==> config.mk <==
export PLATFORM = sky130hd
export DESIGN_NAME = csr_access_unit
export DESIGN_NICKNAME = d
export VERILOG_FILES = /design/src/rtl/csr_access_unit.sv
export SDC_FILE = /design/constraint.sdc
export NUM_CORES = 1
export LEC_CHECK = 0
export ABC_AREA = 1
export BUFFER_PORTS_ARGS = -buffer_cell sky130_fd_sc_hd__buf_2
export CAP_MARGIN = 20
export CORE_ASPECT_RATIO = 1.75
export CORE_UTILIZATION = 25
export DETAILED_ROUTE_END_ITERATION = 6
export PLACE_DENSITY = 0.51
export SYNTH_ARGS = -nofsm -noshare
export SYNTH_HDL_FRONTEND = slang
export SYNTH_SLANG_ARGS = --single-unit
==> constraint.sdc <==
create_clock -name clk_i -period 5.49 [get_ports clk_i]
set_input_delay 0.2745 -clock clk_i [delete_from_list [all_inputs] [get_ports clk_i]]
set_output_delay 0.2745 -clock clk_i [all_outputs]
set_load 0.02 [all_outputs]
==> src/rtl/csr_access_unit.sv <==
// csr_access_unit: initiator side of the CSR register-file port.
// Sequences one Zicsr instruction at a time through read, modify and optional write,
// then returns the old CSR value (or an illegal-access flag) to writeback.
module csr_access_unit (
    input  logic        clk_i,
    input  logic        reset_i,
    input  logic        req_valid_i,
    output logic        req_ready_o,
    input  logic [2:0]  funct3_i,
    input  logic [11:0] csr_addr_i,
    input  logic [4:0]  rs1_idx_i,
    input  logic [31:0] rs1_val_i,
    input  logic [4:0]  rd_i,
    output logic [11:0] csr_sel_o,
    output logic [31:0] csr_din_o,
    output logic        csr_we_o,
    input  logic [31:0] csr_dout_i,
    output logic        resp_valid_o,
    input  logic        resp_ready_i,
    output logic [4:0]  resp_rd_o,
    output logic [31:0] resp_data_o,
    output logic        resp_illegal_o
);

    typedef enum logic [1:0] {StIdle, StRead, StWrite, StResp} state_e;

    state_e      state_q, state_d;
    logic [1:0]  op_q, op_d;            // funct3[1:0]: 01 write, 10 set, 11 clear
    logic [11:0] addr_q, addr_d;
    logic [4:0]  rs1_idx_q, rs1_idx_d;
    logic [4:0]  rd_q, rd_d;
    logic [31:0] operand_q, operand_d;
    logic [31:0] old_q, old_d;
    logic        req_ready_q, req_ready_d;
    logic [11:0] sel_q, sel_d;
    logic [31:0] din_q, din_d;
    logic        we_q, we_d;
    logic        resp_valid_q, resp_valid_d;
    logic [4:0]  resp_rd_q, resp_rd_d;
    logic [31:0] resp_data_q, resp_data_d;
    logic        resp_illegal_q, resp_illegal_d;

    logic        write_intent;
    logic        read_only;
    logic [31:0] new_val;

    // Decode of the latched instruction; new value is formed from the live read data in READ
    // so that din can be registered for WRITE (it equals the value captured into old_q).
    always_comb begin
        write_intent = (op_q == 2'b01) || (rs1_idx_q != 5'd0);
        read_only    = (addr_q[11:10] == 2'b11);
        unique case (op_q)
            2'b10:   new_val = csr_dout_i | operand_q;
            2'b11:   new_val = csr_dout_i & ~operand_q;
            default: new_val = operand_q;
        endcase
    end

    // Next-state and next-output logic for the access sequencer.
    always_comb begin
        state_d        = state_q;
        op_d           = op_q;
        addr_d         = addr_q;
        rs1_idx_d      = rs1_idx_q;
        rd_d           = rd_q;
        operand_d      = operand_q;
        old_d          = old_q;
        req_ready_d    = req_ready_q;
        sel_d          = 12'd0;
        din_d          = 32'd0;
        we_d           = 1'b0;
        resp_valid_d   = resp_valid_q;
        resp_rd_d      = resp_rd_q;
        resp_data_d    = resp_data_q;
        resp_illegal_d = resp_illegal_q;

        unique case (state_q)
            StIdle: begin
                if (req_valid_i) begin
                    op_d        = funct3_i[1:0];
                    addr_d      = csr_addr_i;
                    rs1_idx_d   = rs1_idx_i;
                    rd_d        = rd_i;
                    operand_d   = funct3_i[2] ? {27'd0, rs1_idx_i} : rs1_val_i;
                    req_ready_d = 1'b0;
                    if (funct3_i[1:0] == 2'b00) begin
                        // Reserved funct3: respond at once, never touch the CSR port
                        state_d        = StResp;
                        resp_valid_d   = 1'b1;
                        resp_rd_d      = rd_i;
                        resp_data_d    = 32'd0;
                        resp_illegal_d = 1'b1;
                    end else begin
                        state_d = StRead;
                        sel_d   = csr_addr_i;
                    end
                end
            end
            StRead: begin
                old_d   = csr_dout_i;
                state_d = StWrite;
                sel_d   = addr_q;
                din_d   = new_val;
                we_d    = write_intent && !read_only;
            end
            StWrite: begin
                state_d        = StResp;
                resp_valid_d   = 1'b1;
                resp_rd_d      = rd_q;
                resp_illegal_d = write_intent && read_only;
                resp_data_d    = (write_intent && read_only) ? 32'd0 : old_q;
            end
            StResp: begin
                if (resp_ready_i) begin
                    state_d        = StIdle;
                    req_ready_d    = 1'b1;
                    resp_valid_d   = 1'b0;
                    resp_rd_d      = 5'd0;
                    resp_data_d    = 32'd0;
                    resp_illegal_d = 1'b0;
                end
            end
            default: begin
                state_d     = StIdle;
                req_ready_d = 1'b1;
            end
        endcase
    end

    // State and registered outputs; reset abandons any access not yet in WRITE.
    always_ff @(posedge clk_i or posedge reset_i) begin
        if (reset_i) begin
            state_q        <= StIdle;
            op_q           <= 2'd0;
            addr_q         <= 12'd0;
            rs1_idx_q      <= 5'd0;
            rd_q           <= 5'd0;
            operand_q      <= 32'd0;
            old_q          <= 32'd0;
            req_ready_q    <= 1'b1;
            sel_q          <= 12'd0;
            din_q          <= 32'd0;
            we_q           <= 1'b0;
            resp_valid_q   <= 1'b0;
            resp_rd_q      <= 5'd0;
            resp_data_q    <= 32'd0;
            resp_illegal_q <= 1'b0;
        end else begin
            state_q        <= state_d;
            op_q           <= op_d;
            addr_q         <= addr_d;
            rs1_idx_q      <= rs1_idx_d;
            rd_q           <= rd_d;
            operand_q      <= operand_d;
            old_q          <= old_d;
            req_ready_q    <= req_ready_d;
            sel_q          <= sel_d;
            din_q          <= din_d;
            we_q           <= we_d;
            resp_valid_q   <= resp_valid_d;
            resp_rd_q      <= resp_rd_d;
            resp_data_q    <= resp_data_d;
            resp_illegal_q <= resp_illegal_d;
        end
    end

    assign req_ready_o    = req_ready_q;
    assign csr_sel_o      = sel_q;
    assign csr_din_o      = din_q;
    assign csr_we_o       = we_q;
    assign resp_valid_o   = resp_valid_q;
    assign resp_rd_o      = resp_rd_q;
    assign resp_data_o    = resp_data_q;
    assign resp_illegal_o = resp_illegal_q;

endmodule

## Word-level counts from Yosys, hierarchy flattened

Cells that the tools add are included.

| word-level totals | value |
|---|---|
| flip-flop bits (word level) | 175 |
| latch bits | 0 |
| RAM bits | 0 |
| bits in read-only memories | 0 |
| input bits | 93 |
| output and inout port bits | 85 |
| word-level logic and storage cells | 69 |
| memories | 0 |

| operators by class | value |
|---|---|
| $add $sub $neg | 0 |
| $mul | 0 |
| div/mod/pow operators | 0 |
| order comparisons | 0 |
| equal/unequal tests | 10 |
| shift operators | 0 |
| multiplexer cells | 28 |
| bitwise logic cells | 3 |
| reduce and logical (&&, ||, !) cells | 13 |

Operator list:

| kind | number |
|---|---|
| 2-to-1 mux 32 bit | 6 |
| case mux 32 bit (3 select lines) | 1 |
| case mux 32 bit (2 select lines) | 1 |
| AND 32 bit | 1 |
| inverter 32 bit | 1 |
| bitwise OR 32 bit | 1 |
| 2-to-1 mux 12 bit | 2 |
| case mux 12 bit (2 select lines) | 1 |
| 2-to-1 mux 5 bit | 3 |
| case mux 5 bit (3 select lines) | 1 |
| equality test 2 bit, second input constant | 5 |
| case mux 2 bit (4 select lines) | 1 |
| 2-to-1 mux 1 bit | 6 |
| 2-to-1 mux 2 bit | 3 |
| inequality test 2 bit, second input constant | 3 |
| case mux 1 bit (3 select lines) | 2 |
| nonzero test 5 bit | 1 |
| equality test 2 x 1 -> 1 bit, second input constant | 2 |
| zero test 2 bit | 2 |
| AND reduction 2 bit | 2 |
| AND reduction 4 bit | 1 |
| AND reduction 3 bit | 1 |
| nonzero test 3 bit | 1 |
| logical AND 1 bit | 2 |
| other kinds (4) | 4 |

## Logic depth before layout (Yosys ltp)

| logic depth | value |
|---|---|
| word-level depth | 5 |
| depth in mapped cells | 10 |
| depth with buffers taken out | 9 |

## Least setup slack after synthesis

Ideal clock, no wire load.

| timing path | value |
|---|---|
| kind | reg2reg |
| from | reg state_q[0] |
| to | reg resp_data_q[0], in the netlist resp_data_o[0] |
| library setup time | 116 ps |
| arrival time | 1,371 ps |
| data required time | 5,374 ps |
| setup slack | 4,003 ps |
| stages on the path, launching flop included | 11 |
| buffers on the path | 2 |
| period minus slack after synthesis | 1,487 ps |
| cells stage by stage | dfrtp_1 > inv_1 > ha_1 > buf_4 > o21bai_1 > nand2_2 > nand2_4 > nor2_8 > buf_6 > nand2_1 > nand2_1 |

| on the way | value |
|---|---|
| longest elaborated chain between the ends | 3 |
| elaborated cells on any way between the ends | 9 |
| those cells by class | 5 x eq/ne; 1 x mux; 3 x reduce/logical |

RTL lines:

| element | RTL line | RTL |
|---|---|---|
| start: declaration | 27 | `state_e state_q, state_d;` |
| start signal: assignment | 133 | `state_q <= StIdle;` |
| start signal: assignment | 149 | `state_q <= state_d;` |
| equality test 2 bit / zero test 2 bit (equally long branches) | 77 | `unique case (state_q)` |
| inequality test 2 bit (no source line) / nonzero test 3 bit (equally long branches) | -- |  |
| AND reduction 4 bit (no source line) | -- |  |
| end signal: assignment | 162 | `resp_data_q <= resp_data_d;` |
| end: declaration | 40 | `logic [31:0] resp_data_q, resp_data_d;` |

Several ways; a longest one is shown, not always the timed one.
A chain may end at the register's enable or synchronous reset.

## Worst setup path in the final report

| timing path | value |
|---|---|
| from | reg state_q[1] |
| to | reg sel_q[1], in the netlist csr_sel_o[1] |

| on the way | value |
|---|---|
| longest elaborated chain between the ends | 2 |
| elaborated cells on any way between the ends | 3 |
| those cells by class | 1 x eq/ne; 1 x mux; 1 x reduce/logical |

RTL lines:

| element | RTL line | RTL |
|---|---|---|
| equality test 2 x 1 -> 1 bit / zero test 2 bit (equally long branches) | 77 |  |
| case mux 12 bit (2 select lines) (*) | 77 |  |
| net sel_d[1] | 35 | `logic [11:0] sel_q, sel_d;` |
| end signal: assignment | 157 | `sel_q <= sel_d;` |
| end: declaration | 35 |  |

The timed path passes the listed nets; every way through them passes the cells marked *.

==> impl_metrics.csv <==
group,metric,value,unit
logic_synthesis,ys.warnings.count,0,
cells_and_area,layout.cells.most_common_list,"nand2_1 (223), buf_2 (177), dfrtp_1 (173)",
sta,grt_setup_unrepaired,"no",
clock_network,clock_tree.root_cell,"clkbuf_16",
sta,tightestPinTransition,0.981,ns
die,fp.dieW,130,µm
clock_network,tritoncts_num_sinks,175,
detailed_routing,route.detailed.vias_per_inst,4.29,
power_and_ir_drop,power.density_cell_area,590,mW/mm²
sta,max_slew_margin,34.6,%
sta,final_setup_violation_count,0,
detailed_routing,drc,0,
worst_setup_path,timing_worst_setup_path_type,"reg2reg",
power_and_ir_drop,power_report.internal_total,0.00311,W
clock_network,cts.clk_slew.worst_paths,0.07,ns
sta,clock.fmax,362,MHz
worst_setup_path,worstPathCellList,"inv_1, ha_1, nand2_2, inv_2, nand2_1, o22ai_1",
power_and_ir_drop,leakagePower,4.57,nW
status,failed_checks,"negative hold slack",
die,design.core.area,0.0280,mm²
clock_network,cts-hold-fix-buffers,1,
die,die_h,225,µm
placed_design,placer_s_final_routability_congestion_estimate,0.791,
job,max_cap_viol_count,0,
logic_synthesis,synthesis.area_per_instance,9.18,µm²
logic_synthesis,primary_ff_master_synth,"dfrtp_1",
logic_synthesis,yosys.cell_types.count,26,
global_route,antenna_violations_before_repair,8,
power_and_ir_drop,total_switching_power,0.00215,W
logic_synthesis,yosys_register_bits,175,
logic_synthesis,synth.yosys.seq_area_share,61.5,%
detailed_routing,wl_per_cell,15.4,µm
cells_and_area,layout.cells.most_common,"nand2_1",
power_and_ir_drop,comb_power_share,35.2,%
worst_setup_path,cp_capture_type,"flop",
clock_network,tritoncts,"built",
global_route,grt_start_max_net_pins,111,
worst_setup_path,critPathMaxFanout,66,
sta,setup_total_negative_slack,0,ns
cells_and_area,num-nets-final,1027,
logic_synthesis,synth_cells,775,
worst_setup_path,cp.required,5.83,ns
die,dieArea,0.0292,mm²
worst_setup_path,critical_path_arrival,3.11,ns
power_and_ir_drop,max-vdd-ir-drop,0.236,mV
global_route,globalRouteTotalUtil,14.7,%
die,initial_standard_cell_utilization_of_the_core,25.4,%
placed_design,io_buffer_count,177,
logic_synthesis,ys_async_sr_fraction,100,%
worst_setup_path,crit_path_max_incr_delay,0.92,ns
clock_network,postCtsResizedCells,0,
detailed_routing,firstDrtPassIters,6,
global_route,grt_pass1_vias,5586,
detailed_routing,detailroute.via_count,5674,
worst_setup_path,timing.reg2reg.setup_slack,2.73,ns
die,floorplan.rows,81,
power_and_ir_drop,pwr-share-clk,23.5,%
detailed_routing,route.final.wire_length,20400,µm
global_route,globalRoute.totalOverflow,0,
cells_and_area,area.growth.synth_to_final,25.1,%
sta,clock_skew,0.00812,ns
sta,hold_viol_final,39,
power_and_ir_drop,total_power,0.00525,W
clock_network,cts_buffers,17,
worst_setup_path,critical_path_top_delay_cell,"inv_2",
worst_setup_path,startpoint_type,"flop",
placed_design,dp.final_hpwl,14200,µm
sta,fin_worst_hold_slack,-0.0730,ns
power_and_ir_drop,seq_power_share,41.3,%
clock_network,clock_latency_on_the_worst_skew_pair,0.45,ns
min_path,min-delay-path-class,"in2async",
worst_setup_path,rr_worst_depth,6,
die,top_level_ports,178,
global_route,grt_first_pass_wirelength,31500,µm
logic_synthesis,syn-cell-area,0.00712,mm²
clock_network,htree_levels,4,
sta,period_share,50.3,%
detailed_routing,drtAntennaViolNets,0,
clock_network,postCtsSetupBuffers,0,
status,outcome,"finished, violations left",
sta,period_minus_slack,2.76,ns
logic_synthesis,syn-num-nets,872,
detailed_routing,drt_iter0_drc,275,
cells_and_area,filler_cell_count,3009,
logic_synthesis,synth-edff-count,0,
sta,final_max_slew_viol_count,0,
clock_network,clock_tree.buffer_depth,2,
cells_and_area,post_route_cells_drive_above_1_share,23.9,%
power_and_ir_drop,power.share.switching,40.9,%
routing by layer:
metal	wire, µm	vias up	global-route usage [%]
met3	1040	37	3.51
met5	15	-	0
met2	9820	160	23.0
met1	8620	2659	17.8
met4	856	2	10.1
li1	-	2816	-
cells by family after synthesis:
kind of cell	synth area share, %
fa+ha+maj	0.703
compound gates	14.5
buf+inv	7.17
simple gates	16.1
flops	61.5
cell type report:
type	count	area [µm²]	share of cell area (%)
antenna	6	15.0	0.169
clock buffer	20	457	5.13
clock inverter	12	135	1.52
inverter	73	282	3.16
multi-input combinational	480	2230	25.1
sequential	175	4380	49.2
tap	373	467	5.24
timing repair buffer	183	933	10.5
synthesized netlist by cell type (2+ instances only):
library cell,n,share of area [%]
a21oi_1,34,2.4
o21ai_0,102,7.2
ha_1,4,0.70
nand3_1,7,0.49
a22oi_1,6,0.63
buf_1,3,0.16
nor2_2,2,0.18
inv_1,71,3.7
buf_6,3,0.47
buf_4,6,0.63
buf_2,12,0.84
clkbuf_1,23,1.2
nor2_1,57,3.0
dfrtp_1,174,61
a311oi_1,21,2.6
nand2_1,224,12
o22ai_1,17,1.5
flip-flops by register name, summed over array words and instances, names as in the netlist, 5 cells and up:
name	count
addr_q	12
csr_din_o	32
csr_sel_o	12
old_q	32
operand_q	32
rd_q	5
resp_data_o	32
resp_rd_o	5
rs1_idx_q	5
final timing paths:
kind                                             from                          end
max                            state_q[1]$_DFFE_PP0P_       csr_sel_o[1]$_DFF_PP0_
min                                           reset_i  resp_data_o[31]$_DFFE_PP0P_
max reg2reg                    state_q[1]$_DFFE_PP0P_       csr_sel_o[1]$_DFF_PP0_
min reg2reg                resp_data_o[4]$_DFFE_PP0P_   resp_data_o[4]$_DFFE_PP0P_
max in group asynchronous                     reset_i    operand_q[21]$_DFFE_PP0P_
min in group clk_i                            rd_i[1]          rd_q[1]$_DFFE_PP0P_
power by group through the flow:
stage,logic (W),clock network [W],registers [W]
global route,0.00210,0.00132,0.00224
detailed placement,0.00188,0,0.00220
CTS,0.00189,0.00128,0.00218
global placement,0.00185,0,0.00219
floorplan,0.00115,0,0.00231
finish,0.00185,0.00123,0.00217
critical path, delay by kind of cell (launching register included):
kind	cells	cell delay (ns)
AOI/OAI and AO/OA	1	0.23
adders and majority gates	1	0.25
buffers and inverters	2	1.04
DFF	1	0.40
and+or+nand+nor	2	0.70
metrics by stage:
step | cell area, µm² | setup slack, ns | utilization [%] | hold slack (ns) | cells
2_1_floorplan | 7120 | 0.472 | - | 0.384 | 775
3_3_place_gp | 8290 | 2.70 | 29.6 | 0.461 | 1283
3_5_place_dp | 8290 | 2.69 | 29.6 | 0.459 | 1283
4_1_cts | 8890 | 2.66 | 31.8 | 0.00334 | 1316
5_1_grt | 8900 | 2.40 | 31.8 | 0.0285 | 1321
6_report | 8900 | 2.73 | 31.8 | -0.0730 | 1322
Power figures use the tool's default switching activity.
